### config.mk
export PLATFORM = sky130hd
export DESIGN_NAME = shared_rom_arb
export DESIGN_NICKNAME = d
export VERILOG_FILES = /design/src/rtl/rom_pkg.sv /design/src/rtl/rr_arbiter.sv /design/src/rtl/shared_rom_arb.sv
export SDC_FILE = /design/constraint.sdc
export NUM_CORES = 1
export LEC_CHECK = 0
export CAP_MARGIN = 20
export CORE_MARGIN = 1.5
export CORE_UTILIZATION = 43
export CTS_BUF_LIST = sky130_fd_sc_hd__clkbuf_2 sky130_fd_sc_hd__clkbuf_4 sky130_fd_sc_hd__clkbuf_8
export DETAILED_ROUTE_END_ITERATION = 16
export GPL_ROUTABILITY_DRIVEN = 0
export GPL_TIMING_DRIVEN = 0
export MAX_ROUTING_LAYER = met4
export PLACE_DENSITY_LB_ADDON = 0.12
export RECOVER_POWER = 25
export SYNTH_ARGS = -nofsm -noshare
export SYNTH_HDL_FRONTEND = slang
export SYNTH_SLANG_ARGS = --single-unit
### constraint.sdc
create_clock -name clk -period 4.1 [get_ports clk]
set_input_delay 1.025 -clock clk [delete_from_list [all_inputs] [get_ports clk]]
set_output_delay 1.025 -clock clk [all_outputs]
set_load 0.005 [all_outputs]
### src/rtl/rom_pkg.sv
// Shared definitions for the shared sprite ROM and its request arbiter:
// arbitration mode selectors and the minimum-1 address-width helper.
package rom_pkg;

  localparam int ARB_RR    = 0;
  localparam int ARB_FIXED = 1;

  // Bits needed to index `depth` entries; never less than one bit.
  function automatic int addr_width_for(input int depth);
    return (depth <= 1) ? 1 : $clog2(depth);
  endfunction

endpackage

### src/rtl/rr_arbiter.sv
// Single-grant arbiter for N requesters. MODE selects round-robin (search
// starts at a pointer that moves past each winner) or fixed priority
// (lowest index wins). The grant is combinational and suppressed in reset.
module rr_arbiter
  import rom_pkg::*;
#(
  parameter int  N     = 3,
  parameter int  MODE  = ARB_RR,
  localparam int IDX_W = addr_width_for(N)
) (
  input  logic             clk,
  input  logic             rst,
  input  logic [N-1:0]     req,
  input  logic             adv,
  output logic [N-1:0]     gnt,
  output logic [IDX_W-1:0] gnt_idx
);

  logic [IDX_W-1:0] ptr_q, ptr_d;
  logic [IDX_W-1:0] cand;
  logic             found;

  // Pick the first requester, scanning upward from the pointer (RR) or from 0.
  always_comb begin
    gnt     = '0;
    gnt_idx = '0;
    found   = 1'b0;
    cand    = '0;
    for (int k = 0; k < N; k++) begin
      if (MODE == ARB_RR) cand = IDX_W'((int'(ptr_q) + k) % N);
      else                cand = IDX_W'(k);
      if (!found && req[cand]) begin
        found   = 1'b1;
        gnt_idx = cand;
      end
    end
    if (found && !rst) gnt[gnt_idx] = 1'b1;
  end

  // Next pointer: one past the winner after a handshake, otherwise unchanged.
  always_comb begin
    ptr_d = ptr_q;
    if (adv) ptr_d = (gnt_idx == IDX_W'(N - 1)) ? '0 : gnt_idx + IDX_W'(1);
  end

  // Pointer register.
  always_ff @(posedge clk) begin
    if (rst) ptr_q <= '0;
    else     ptr_q <= ptr_d;
  end

endmodule

### src/rtl/shared_rom_arb.sv
// Single-port synchronous ROM shared by CHANNELS readers. One request is
// granted per cycle; the word returns on the requester's own response slice
// as a one-cycle rsp_valid pulse, and each slice holds its last word.
// Build option: define SHARED_ROM_OUT_REG_EN to add an output register
// stage (latency 2 instead of 1); arbitration is unchanged.
module shared_rom_arb
  import rom_pkg::*;
#(
  parameter int    WIDTH      = 8,
  parameter int    DEPTH      = 256,
  parameter int    CHANNELS   = 3,
  parameter int    ARB_MODE   = ARB_RR,
  parameter string INIT_FILE  = "",
  localparam int   ADDR_WIDTH = addr_width_for(DEPTH),
  localparam int   IDX_W      = addr_width_for(CHANNELS)
) (
  input  logic                           clk,
  input  logic                           rst,
  input  logic [CHANNELS-1:0]            req_valid,
  input  logic [CHANNELS*ADDR_WIDTH-1:0] req_addr,
  output logic [CHANNELS-1:0]            req_ready,
  output logic [CHANNELS-1:0]            rsp_valid,
  output logic [CHANNELS*WIDTH-1:0]      rsp_data
);

  logic [WIDTH-1:0]      rom_mem [DEPTH];
  logic [CHANNELS-1:0]   gnt;
  logic [IDX_W-1:0]      gnt_idx;
  logic                  hs;
  logic [ADDR_WIDTH-1:0] sel_addr;
  logic [WIDTH-1:0]      rd_data_q;
  logic                  s1_valid_q, s1_valid_d;
  logic [IDX_W-1:0]      s1_ch_q, s1_ch_d;
  logic                  s1_oob_q, s1_oob_d;
  logic [WIDTH-1:0]      s1_data;
  logic                  out_valid;
  logic [IDX_W-1:0]      out_ch;
  logic [WIDTH-1:0]      out_data;
  logic [WIDTH-1:0]      hold_q [CHANNELS];
  logic [WIDTH-1:0]      hold_d [CHANNELS];

  rr_arbiter #(
    .N    (CHANNELS),
    .MODE (ARB_MODE)
  ) u_arb (
    .clk     (clk),
    .rst     (rst),
    .req     (req_valid),
    .adv     (hs),
    .gnt     (gnt),
    .gnt_idx (gnt_idx)
  );

  // A grant is only ever given to a valid channel, so any grant is a handshake.
  assign req_ready = gnt;
  assign hs        = |gnt;

  // Route the winning channel's address to the memory.
  always_comb begin
    sel_addr = '0;
    for (int c = 0; c < CHANNELS; c++) begin
      if (gnt_idx == IDX_W'(c)) sel_addr = req_addr[c*ADDR_WIDTH +: ADDR_WIDTH];
    end
  end

  // Tag travelling with the read: which channel, and whether the address was out of range.
  always_comb begin
    s1_valid_d = hs;
    s1_ch_d    = hs ? gnt_idx : s1_ch_q;
    s1_oob_d   = hs ? (int'(sel_addr) >= DEPTH) : s1_oob_q;
  end

  // Registered memory read, left unreset so it maps onto a RAM output register.
  always_ff @(posedge clk) begin
    if (hs) rd_data_q <= rom_mem[sel_addr];
  end

  // Tag register; clearing it on reset drops any read in flight.
  always_ff @(posedge clk) begin
    if (rst) begin
      s1_valid_q <= 1'b0;
      s1_ch_q    <= '0;
      s1_oob_q   <= 1'b0;
    end else begin
      s1_valid_q <= s1_valid_d;
      s1_ch_q    <= s1_ch_d;
      s1_oob_q   <= s1_oob_d;
    end
  end

  // Out-of-range reads return zero rather than whatever the array yields.
  assign s1_data = s1_oob_q ? '0 : rd_data_q;

`ifdef SHARED_ROM_OUT_REG_EN
  logic             s2_valid_q, s2_valid_d;
  logic [IDX_W-1:0] s2_ch_q, s2_ch_d;
  logic [WIDTH-1:0] s2_data_q, s2_data_d;

  // Extra output stage: carry valid, tag and masked data one more cycle.
  always_comb begin
    s2_valid_d = s1_valid_q;
    s2_ch_d    = s1_valid_q ? s1_ch_q : s2_ch_q;
    s2_data_d  = s1_valid_q ? s1_data : s2_data_q;
  end

  // Output stage register, cleared together with the read stage.
  always_ff @(posedge clk) begin
    if (rst) begin
      s2_valid_q <= 1'b0;
      s2_ch_q    <= '0;
      s2_data_q  <= '0;
    end else begin
      s2_valid_q <= s2_valid_d;
      s2_ch_q    <= s2_ch_d;
      s2_data_q  <= s2_data_d;
    end
  end

  assign out_valid = s2_valid_q;
  assign out_ch    = s2_ch_q;
  assign out_data  = s2_data_q;
`else
  assign out_valid = s1_valid_q;
  assign out_ch    = s1_ch_q;
  assign out_data  = s1_data;
`endif

  // Per-channel demux: the pulsed slice shows the new word, others hold.
  // Outputs are forced quiet while rst is high so a pending pulse is dropped.
  generate
    for (genvar gi = 0; gi < CHANNELS; gi++) begin : g_ch
      logic hit;
      assign hit                          = out_valid && (out_ch == IDX_W'(gi));
      assign hold_d[gi]                   = hit ? out_data : hold_q[gi];
      assign rsp_valid[gi]                = hit && !rst;
      assign rsp_data[gi*WIDTH +: WIDTH]  = rst ? '0 : hold_d[gi];
    end
  endgenerate

  // Per-channel holding registers for the last delivered word.
  always_ff @(posedge clk) begin
    for (int c = 0; c < CHANNELS; c++) begin
      if (rst) hold_q[c] <= '0;
      else     hold_q[c] <= hold_d[c];
    end
  end

endmodule

==> reports/metrics.cfg <==
[critical_path]
slowest_stage = clkdlybuf4s50_1
worstPathMaxFanout = 5
cp-end-kind = output port
worstPathRequired_ns = 3.07
path_cells = clkdlybuf4s50_1, mux2i_1, o32a_1, o21ai_1, a211oi_2, clkdlybuf4s50_1
worst_path_largest_cell_delay_ns = 0.54
reg2reg_depth = 8
critPathKind = primary input to output port
r2r_slack_ns = 2.11
crit_arrival_ns = 2.95
crit_top_cell = clkdlybuf4s50_1
cp-start-kind = primary input

[synth]
ys_seq_elements = 29
synth_cells = 103
post_synth_num_cell_types = 32
synth_fp_nets = 136
synth-async-reset-ratio = 0
syn_avg_cell_area_sq_um = 10.8
synth_flop_cell = dfxtp_1
yosysWarnings = 0
synth_area_sq_mm = 0.00111
synth_edf_count = 0
ys_seq_area_frac = 0.524

[routing]
met1_length_um = 926
routed-wl-met3_um = 149
totalWireLength_mm = 2.07
vias_per_cell = 4.85
dr_total_vias = 848
first_pass_iters = 4
drt_iter0_markers = 6
routedWlPerCell_um = 11.8
postRouteAntennaNets = 0
remaining_drc_errors = 0
top_layer = met4
wl_met2_um = 946

[floorplan]
rows = 18
fp.dieH_um = 53.8
core-area_sq_mm = 0.00245
ios = 59
start_util = 0.452
dieArea_sq_mm = 0.00289
die_w_um = 53.8

[timing]
max_slew_margin = 0.732
max_freq_mhz = 251
clock_skew_ns = 0.00246
layout_min_cycle_time_ns = 3.98
setup_viol_count_final = 0
fin_crit_sh = 0.971
finalHoldViolCount = 0
setup_tns_ns = 0
holdWs_ns = 0.468
rsz0062_at_grt = true
drv_slew = 0
worst_pin_slew_ns = 0.402

[run]
cap_violations = 0

[global_route]
grt_antenna_before_repair = 0
grt_max_degree = 11
globalRouteOverflowTotal = 0
grt_pass1_vias = 759
grt_pass1_wl_mm = 3.19
grt_use_total = 0.169

[power]
peakVddDrop_mv = 0.320
p_comb_frac = 0.399
p_clk_frac = 0.226
p_leak_nw = 0.599
powerDensity_mw_per_mm2 = 542
seq_power_share = 0.375
switching_share = 0.325
p_int_mw = 0.575
p_switching_mw = 0.277

[layout]
antenna_cells = 0
layout.cells.most_common = clkdlybuf4s50_1
area_delta_synth_final_pct = 41.9
fillerInstances = 218
drive_gt1_frac = 0.110
fin_nets = 177
mostFrequentLayoutCells = clkdlybuf4s50_1, dfxtp_1, nor2b_1, inv_1, clkbuf_4

[clocking]
root_buffer = clkbuf_4
clockBufferDepth = 2
path_clk_slew_ns = 0.08
post_cts_buffers = 0
cts_tree = done
clkSinkCount = 29
cts_htree_levels = 2
cts_made_buffers = 5
clkLatencyLatePin_ns = 0.32

[worst_hold_path]
hold_depth = 1
hold_path.class = flip-flop to flip-flop

[outcome]
status = finished, final reports clean

[place]
io_buffers = 34
dp_hpwl_mm = 1.49

## Yosys cell counts, types with 2 or more instances
cell type,n,share of area
clkbuf_1,2,0.0068
dfxtp_1,29,0.52
ha_1,4,0.045
inv_1,5,0.017
mux2i_1,4,0.036
nand3b_1,2,0.014
nor2_1,3,0.010
nor2b_1,24,0.14
nor3_1,2,0.0090
nor3b_1,2,0.014
o21a_1,4,0.027
o21ai_1,2,0.0090
## power groups by stage
stage / clock network, mW / registers (mW) / logic (mW)
after global placement: 0 / 0.326 / 0.319
after detailed placement: 0 / 0.326 / 0.325
after global routing: 0.214 / 0.323 / 0.374
after CTS: 0.200 / 0.320 / 0.332
after floorplan: 0 / 0.323 / 0.244
final: 0.192 / 0.319 / 0.340
## registers in the layout (all words and copies together) (netlist names)
name and flops:
out_valid 1, out_ch 2, u_arb.ptr_q 2, hold_q 24
## path summary, 6_finish.rpt
path,end,startpoint
hold / removal,hold_q[1][5]$_DFF_P_,hold_q[1][5]$_DFF_P_
setup / recovery,req_ready[0],req_valid[1]
setup reg to reg,u_arb.ptr_q[0]$_SDFFE_PP0P_,u_arb.ptr_q[0]$_SDFFE_PP0P_
hold reg to reg,hold_q[1][5]$_DFF_P_,hold_q[1][5]$_DFF_P_
## repair_timing
action	4_1_cts	5_1_grt
endpoints found under the setup margin	1	2
hold buffers	0	0
gates resized for setup	1	2
## worst max-delay path: cells and delay by family
family / cells / cell delay [ns]
multiplexers: 1 / 0.35
buffers and inverters: 2 / 1.03
AO/OA/AOI/OAI: 3 / 0.55
## layer usage
layer | up-vias | global-route usage
li1 | 433 | -
met3 | 7 | 0.0861
met5 | - | -
met1 | 383 | 0.175
met4 | 0 | 0.115
met2 | 25 | 0.248
## cell type report
cell class                      instances  area (sq um)  area share
Inverter                                5          18.8      0.0119
Buffer                                  3          18.8      0.0119
Sequential cell                        29           581       0.369
Clock inverter                          1          5.00     0.00318
Multi-Input combinational cell         66           504       0.321
Tap cell                               30          37.5      0.0239
Timing Repair Buffer                   34           343       0.218
Clock buffer                            7          65.1      0.0414
## cells by family after synthesis
| logic type | share of synthesized area |
|---|---|
| buf+inv | 0.0339 |
| flops | 0.524 |
| simple gates | 0.225 |
| compound gates | 0.137 |
| mux | 0.0361 |
| fa+ha+maj | 0.0451 |
## per-stage QoR
stage / util / total power, mW / setup WS, ns / instance area (sq um) / std cells
final: 0.641 / 0.852 / 0.121 / 1570 / 175
after global routing: 0.641 / 0.911 / -0.0149 / 1570 / 175
after CTS: 0.637 / 0.852 / 0.0431 / 1560 / 175
after detailed placement: 0.606 / 0.652 / -0.0120 / 1490 / 167
after global placement: 0.606 / 0.645 / 0.0384 / 1490 / 167
after floorplan: - / 0.567 / 1.19 / 1110 / 103
No activity file was read; power rests on OpenSTA's default activity.
